### src/rtl/mem_port_arbiter_pkg.sv
// ---------------------------------------------------------------------------
// mem_port_arbiter_pkg
//   Shared definitions for the memory port arbiter: the 2-bit arbiter state
//   encoding (idle, granted to I-side, granted to D-side).
// ---------------------------------------------------------------------------
package mem_port_arbiter_pkg;

  typedef enum logic [1:0] {
    S_IDLE    = 2'd0,
    S_GRANT_I = 2'd1,
    S_GRANT_D = 2'd2
  } arb_state_e;

endpackage

### src/rtl/mem_port_arbiter.sv
// ---------------------------------------------------------------------------
// mem_port_arbiter
//   Shares one off-chip memory port between the I-cache miss path and the
//   D-cache miss/write-back path. One requester is granted at a time. Its
//   command is latched into registered mem_* strobes and held until memory
//   answers with mem_ready. The matching ack is a combinational one-cycle
//   pulse. D-side has priority, but on back-to-back contention the grant
//   alternates. A sticky err_timeout flags a memory that never answers.
//
// Ports
//   clk, rst            : clock, synchronous active-high reset
//   i_req/i_addr        : I-side read request (held until i_ack)
//   i_ack/i_rdata       : I-side completion pulse and read data
//   d_req/d_we/d_addr/
//   d_wdata             : D-side request (refill or write-back)
//   d_ack/d_rdata       : D-side completion pulse and read data
//   mem_read/mem_write  : registered memory strobes, held for the transaction
//   mem_addr/mem_wdata  : registered (latched) address and write data
//   mem_rdata/mem_ready : memory read data and one-cycle completion pulse
//   stall               : some request is pending and not acked this cycle
//   err_timeout         : sticky, memory silent for TIMEOUT granted cycles
// ---------------------------------------------------------------------------
module mem_port_arbiter
  import mem_port_arbiter_pkg::*;
#(
  parameter int ADDR_W  = 28,
  parameter int DATA_W  = 128,
  parameter int TIMEOUT = 1023
) (
  input  logic              clk,
  input  logic              rst,
  input  logic              i_req,
  input  logic [ADDR_W-1:0] i_addr,
  output logic              i_ack,
  output logic [DATA_W-1:0] i_rdata,
  input  logic              d_req,
  input  logic              d_we,
  input  logic [ADDR_W-1:0] d_addr,
  input  logic [DATA_W-1:0] d_wdata,
  output logic              d_ack,
  output logic [DATA_W-1:0] d_rdata,
  output logic              mem_read,
  output logic              mem_write,
  output logic [ADDR_W-1:0] mem_addr,
  output logic [DATA_W-1:0] mem_wdata,
  input  logic [DATA_W-1:0] mem_rdata,
  input  logic              mem_ready,
  output logic              stall,
  output logic              err_timeout
);

  localparam int CNT_W = $clog2(TIMEOUT + 1);
  localparam logic [CNT_W-1:0] CNT_MAX = CNT_W'(TIMEOUT);

  arb_state_e        state_q, state_d;
  logic              last_d_q, last_d_d;
  logic [CNT_W-1:0]  cnt_q, cnt_d;
  logic              mem_read_q, mem_read_d;
  logic              mem_write_q, mem_write_d;
  logic [ADDR_W-1:0] mem_addr_q, mem_addr_d;
  logic [DATA_W-1:0] mem_wdata_q, mem_wdata_d;
  logic              err_q, err_d;

  always_comb begin
    state_d     = state_q;
    last_d_d    = last_d_q;
    cnt_d       = cnt_q;
    mem_read_d  = mem_read_q;
    mem_write_d = mem_write_q;
    mem_addr_d  = mem_addr_q;
    mem_wdata_d = mem_wdata_q;
    err_d       = err_q;
    i_ack       = 1'b0;
    d_ack       = 1'b0;

    unique case (state_q)
      S_IDLE: begin
        // mem_ready arriving here belongs to nobody and is ignored.
        cnt_d = '0;
        // D wins unless it won the previous grant and I is also waiting.
        if (d_req && (!i_req || !last_d_q)) begin
          state_d     = S_GRANT_D;
          last_d_d    = 1'b1;
          mem_addr_d  = d_addr;
          mem_wdata_d = d_wdata;
          mem_read_d  = !d_we;
          mem_write_d = d_we;
        end else if (i_req) begin
          state_d     = S_GRANT_I;
          last_d_d    = 1'b0;
          mem_addr_d  = i_addr;
          mem_read_d  = 1'b1;
          mem_write_d = 1'b0;
        end
      end
      S_GRANT_I, S_GRANT_D: begin
        if (mem_ready) begin
          // An ack in the reset cycle would report a transaction that the
          // reset is throwing away, so acks are suppressed while rst is high.
          i_ack       = (state_q == S_GRANT_I) && !rst;
          d_ack       = (state_q == S_GRANT_D) && !rst;
          state_d     = S_IDLE;
          mem_read_d  = 1'b0;
          mem_write_d = 1'b0;
        end else if (cnt_q != CNT_MAX) begin
          cnt_d = cnt_q + 1'b1;
        end
      end
      default: begin
        state_d     = S_IDLE;
        mem_read_d  = 1'b0;
        mem_write_d = 1'b0;
      end
    endcase

    // Flag the timeout on the same edge the counter reaches its limit; the
    // transaction itself keeps waiting.
    if (cnt_d == CNT_MAX) begin
      err_d = 1'b1;
    end
  end

  always_ff @(posedge clk) begin
    if (rst) begin
      state_q     <= S_IDLE;
      last_d_q    <= 1'b0;
      cnt_q       <= '0;
      mem_read_q  <= 1'b0;
      mem_write_q <= 1'b0;
      mem_addr_q  <= '0;
      mem_wdata_q <= '0;
      err_q       <= 1'b0;
    end else begin
      state_q     <= state_d;
      last_d_q    <= last_d_d;
      cnt_q       <= cnt_d;
      mem_read_q  <= mem_read_d;
      mem_write_q <= mem_write_d;
      mem_addr_q  <= mem_addr_d;
      mem_wdata_q <= mem_wdata_d;
      err_q       <= err_d;
    end
  end

  assign mem_read    = mem_read_q;
  assign mem_write   = mem_write_q;
  assign mem_addr    = mem_addr_q;
  assign mem_wdata   = mem_wdata_q;
  assign err_timeout = err_q;

  // Read data is a straight wire; it is only meaningful alongside an ack.
  assign i_rdata = mem_rdata;
  assign d_rdata = mem_rdata;

  assign stall = (i_req && !i_ack) || (d_req && !d_ack);

endmodule
### config.mk
export PLATFORM = sky130hd
export DESIGN_NAME = mem_port_arbiter
export DESIGN_NICKNAME = d
export VERILOG_FILES = /design/src/rtl/mem_port_arbiter_pkg.sv /design/src/rtl/mem_port_arbiter.sv
export SDC_FILE = /design/constraint.sdc
export NUM_CORES = 1
export LEC_CHECK = 0
export CORE_AREA = 2 2 289 291
export CTS_CLUSTER_DIAMETER = 30
export CTS_CLUSTER_SIZE = 40
export DETAILED_ROUTE_END_ITERATION = 16
export DIE_AREA = 0 0 291 293
export HOLD_SLACK_MARGIN = 0.15
export PLACE_DENSITY_LB_ADDON = 0.15
export SLEW_MARGIN = 20
export SYNTH_ARGS = -nofsm -noshare
export SYNTH_HDL_FRONTEND = slang
export SYNTH_SLANG_ARGS = --single-unit
### constraint.sdc
create_clock -name clk -period 2.7 [get_ports clk]
set_input_delay 0.405 -clock clk [delete_from_list [all_inputs] [get_ports clk]]
set_output_delay 0.405 -clock clk [all_outputs]
set_load 0.03 [all_outputs]
==> parameters.txt <==
Parameter                              Value

Run status
  Status ... finished, final reports clean

Floorplanning
  Vertical extent of the die ... around 290 um
  Standard cell core area ... slightly above 80000 um2
  Area enclosed by the die boundary ... around 85000 um2
  Initial standard-cell utilization of the core ... 0.104
  Horizontal die dimension ... 291 um
  # rows ... 105
  I/O pins ... 736

Global route
  Maximum number of pins on one net before global-route repair ... between 150 and 200
  Number of global-route vias before repair ... 7033
  Total routing usage reported by global routing ... 0.0782
  First-pass GRT wire length ... 48500 um
  Initial antenna violation count ... 0
  Total overflow reported by the global router ... 0

Routing
  Average via count per standard cell ... 3.09
  Routed wl met2 ... 17000 um
  Detailed Route Iter0 Violations ... 297
  Wire length on met3 ... 3150 um
  Post-detailed-route count of antenna-violating nets ... 0
  Number of detailed-routing iterations run before antenna repair ... 4
  Final wirelength ... 34000 um
  WL/cell ... between 15 and 20 um
  Top layer used by detailed routing ... met4
  Total via count after detailed routing ... 6847
  DRC viols ... 0
  Met1 wire length ... ~12000 um

Min path
  Worst hold endpoint ... cnt_q[0]$_SDFF_PP0_
  Class of the tightest hold or removal check ... input port to flip-flop
  Min-Delay Path Depth ... 3
  Min-delay src ... rst

STA
  Final hold violation count ... 0
  Max frequency ... approximately 410 MHz
  Worst hold slack ... 0.376 ns
  Final cycle utilization of the critical path ... 0.894
  Worst clock skew on the final layout ... 0.0140 ns
  Transition time at the pin with the least slew margin ... 0.998 ns
  Total count of max-transition violations in the final report ... 0
  Final critical-path required period ... 2.41 ns
  Final total negative setup slack ... 0 ns
  RSZ-0062 raised after global routing ... no
  Worst slew margin relative to its limit ... 0.335
  Count of endpoints failing setup in the final report ... 0
  Minimum setup slack in the final design ... 0.287 ns

Place
  Dpl hpwl ... between 20000 and 25000 um
  Worst slack at placement ... 0.359 ns
  Instance area at placement ... 11400 um2
  PortBufs ... 351
  Routability congestion estimate from global placement ... around 0.67

Worst setup path
  Setup slack on the worst flop-to-flop path ... 0.49 ns
  Origin of the critical flop-to-flop path ... state_q[0]$_SDFFE_PP0P_
  End of the worst register-to-register path ... err_timeout$_SDFFE_PP0N_
  Setup Crit Path Kind ... flip-flop to output pin
  Depth of the most critical reg-to-reg path ... 7
  Data arrival time at the worst-slack endpoint ... 2.01 ns
  Worst EP required ... about 2.3 ns
  Max Fanout on Critical Path ... 4
  Nature of the critical path startpoint ... flip-flop
  Crit path capture type ... output pin

Clock tree
  Sinks on Clock Net ... 172
  CTS tree ... yes
  Clk root buf ... clkbuf_16
  CTS H-tree depth ... 4
  Max clock buf depth ... 2
  CTS buffer count ... 17
  Clk pin slew, worst setup/hold paths ... 0.08 ns
  Clock network latency to the later pin of the worst-skew pair ... 0.48 ns

Synth
  Fraction of synthesis flops using an asynchronous set or reset pin ... 0
  Post-synth design cell area ... between 8000 and 9000 um2
  Net count of the mapped netlist ... 1384
  Cells after synthesis ... 1061
  Most area-consuming cells after synthesis ... dfxtp_1 41%, buf_4 23%, nand2_1 12%
  Count of synthesis-stage warnings from yosys ... 0
  Most numerous cell types in the synthesized netlist ... 262 x nand2_1, 257 x buf_4, 172 x dfxtp_1
  Synthesized-area fraction occupied by and/or/nand/nor cells ... 0.162
  Count of unique library cells instantiated by Yosys ... 46
  Most common cell in the synthesized netlist ... nand2_1
  Combinational family with the most area after synthesis ... buffers and inverters
  Main flop type after synthesis ... dfxtp_1
  Multiplexer share of the synthesized area ... 0.0342
  Mean cell area of the mapped netlist ... 8.00 um2
  Number of synthesized flops with an enable pin ... 0
  Seq/Total Area, Yosys ... 0.406
  Area share of xor/xnor cells in the synthesized design ... 0.00206
  Number of flip-flops and latches in the synthesized netlist ... 172
  Adder-cell share of the synthesized area ... 0.00737
  Cell taking the most area after synthesis ... dfxtp_1
  Compound-cell area share of the yosys netlist ... 0.131
  Post-synth top area share ... 0.406

Final layout
  Final design utilization ... 0.147
  Diodes inserted ... 0
  Post-route cell area ... between 10000 and 15000 um2
  Layout filler cell count ... 9315
  Layout area overhead ... 41.9%
  Net count reported at finish ... 1454
  Fraction of layout cells with a size suffix above 1 ... 0.0516

Power and ir drop
  IR drop worst, VDD ... between 0.3 and 0.4 mV
  Power Dens Cells ... ~630 nW/um2
  P_leak ... 0.00418 uW

Run
  Max-capacitance violation count ... 0
-- layer usage --
layer,up-vias,global-route usage
met2,291,0.134
met5,-,0
li1,3344,-
met1,3085,0.0726
met3,127,0.0359
met4,0,0.0607
-- worst max-delay path, cell delays in order (launching register included) --
cell           delay, ns
dfxtp_1             0.40
inv_1               0.08
ha_1                0.31
nand2_1             0.06
nor2_1              0.10
and2_1              0.16
dlygate4sd2_1       0.40
-- sequential cells by signal, indices dropped and copies added (netlist names) --
signal	flops
state_q	2
last_d_q	1
mem_write	1
mem_wdata	128
err_timeout	1
mem_read	1
mem_addr	28
cnt_q	10
-- what timing repair did --
| item | in CTS | in global routing |
|---|---|---|
| hold buffers | 0 | 0 |
| buffers inserted | 0 | 0 |
| resized for setup | 2 | 0 |
| endpoints found under the hold margin | 0 | 0 |
| setup endpoints to repair | 2 | 0 |
-- how the worst max path moves through the flow --
stage                            start  slack [ns]  cells past startpoint                       end
2_1_floorplan  state_q[0]$_SDFFE_PP0P_        0.60                      6                     stall
3_3_place_gp                 mem_ready        0.34                      5                     i_ack
3_5_place_dp                 mem_ready        0.36                      7  err_timeout$_SDFFE_PP0N_
4_1_cts        state_q[0]$_SDFFE_PP0P_        0.20                      6                     d_ack
5_1_grt        state_q[1]$_SDFFE_PP0P_        0.09                      6                     d_ack
6_report       state_q[0]$_SDFFE_PP0P_        0.29                      6                     d_ack
-- cell usage in the layout, fill, tap and decap left out, types with 2 or more instances in the layout --
| cell type | n |
|---|---|
| and3_1 | 2 |
| dlygate4sd2_1 | 2 |
| nand4_1 | 2 |
| clkinv_4 | 2 |
| inv_1 | 6 |
| a31oi_1 | 3 |
| clkbuf_16 | 17 |
| a21oi_1 | 133 |
| ha_1 | 5 |
| clkinvlp_4 | 2 |
| buf_4 | 9 |
| nor3_1 | 6 |
| buf_12 | 9 |
| nor2b_1 | 2 |
| a32oi_1 | 2 |
| mux2i_1 | 29 |
| nand3_1 | 3 |
| inv_6 | 5 |
| clkbuf_8 | 2 |
| o211ai_1 | 2 |
| or3_1 | 2 |
| clkdlybuf4s50_1 | 347 |
| xnor2_1 | 2 |
| a211oi_1 | 29 |
| or2_1 | 3 |
| dfxtp_1 | 172 |
| bufinv_16 | 2 |
| nor2_1 | 45 |
| and2_1 | 3 |
| nand2_1 | 261 |
| a22oi_1 | 2 |
| o21ai_0 | 5 |
| a21o_1 | 3 |
-- per-stage QoR --
stage,power [uW],std cells
final,7610,2214
after global routing,8060,2214
after CTS,7910,2214
after detailed placement,5030,2182
after global placement,5020,2182
after floorplan,4650,1061
-- where the power goes --
| part | switching (uW) | total, uW | internal, uW |
|---|---|---|---|
| sequential | 118 | 2880 | 2770 |
| combinational | 1140 | 2020 | 875 |
| clock | 1270 | 2710 | 1430 |
| total | 2530 | 7610 | 5080 |
-- cells by family (layout without fill, tap and decap cells) --
group,count (synthesis),in the layout
buf+inv,324,407
xor+xnor,2,2
compound gates,191,191
fa+ha+maj,5,5
mux,29,29
simple gates,338,338
flops,172,172
-- area by class of cell --
class	count	area (um2)	share of cell area
clock buffer	19	453	0.0376
clock inverter	13	153	0.0127
inverter	7	26.3	0.00218
multi-input combinational	565	2880	0.239
sequential	172	3440	0.286
tap	1070	1340	0.111
timing repair buffer	368	3750	0.311
Power figures use the tool's default switching activity.
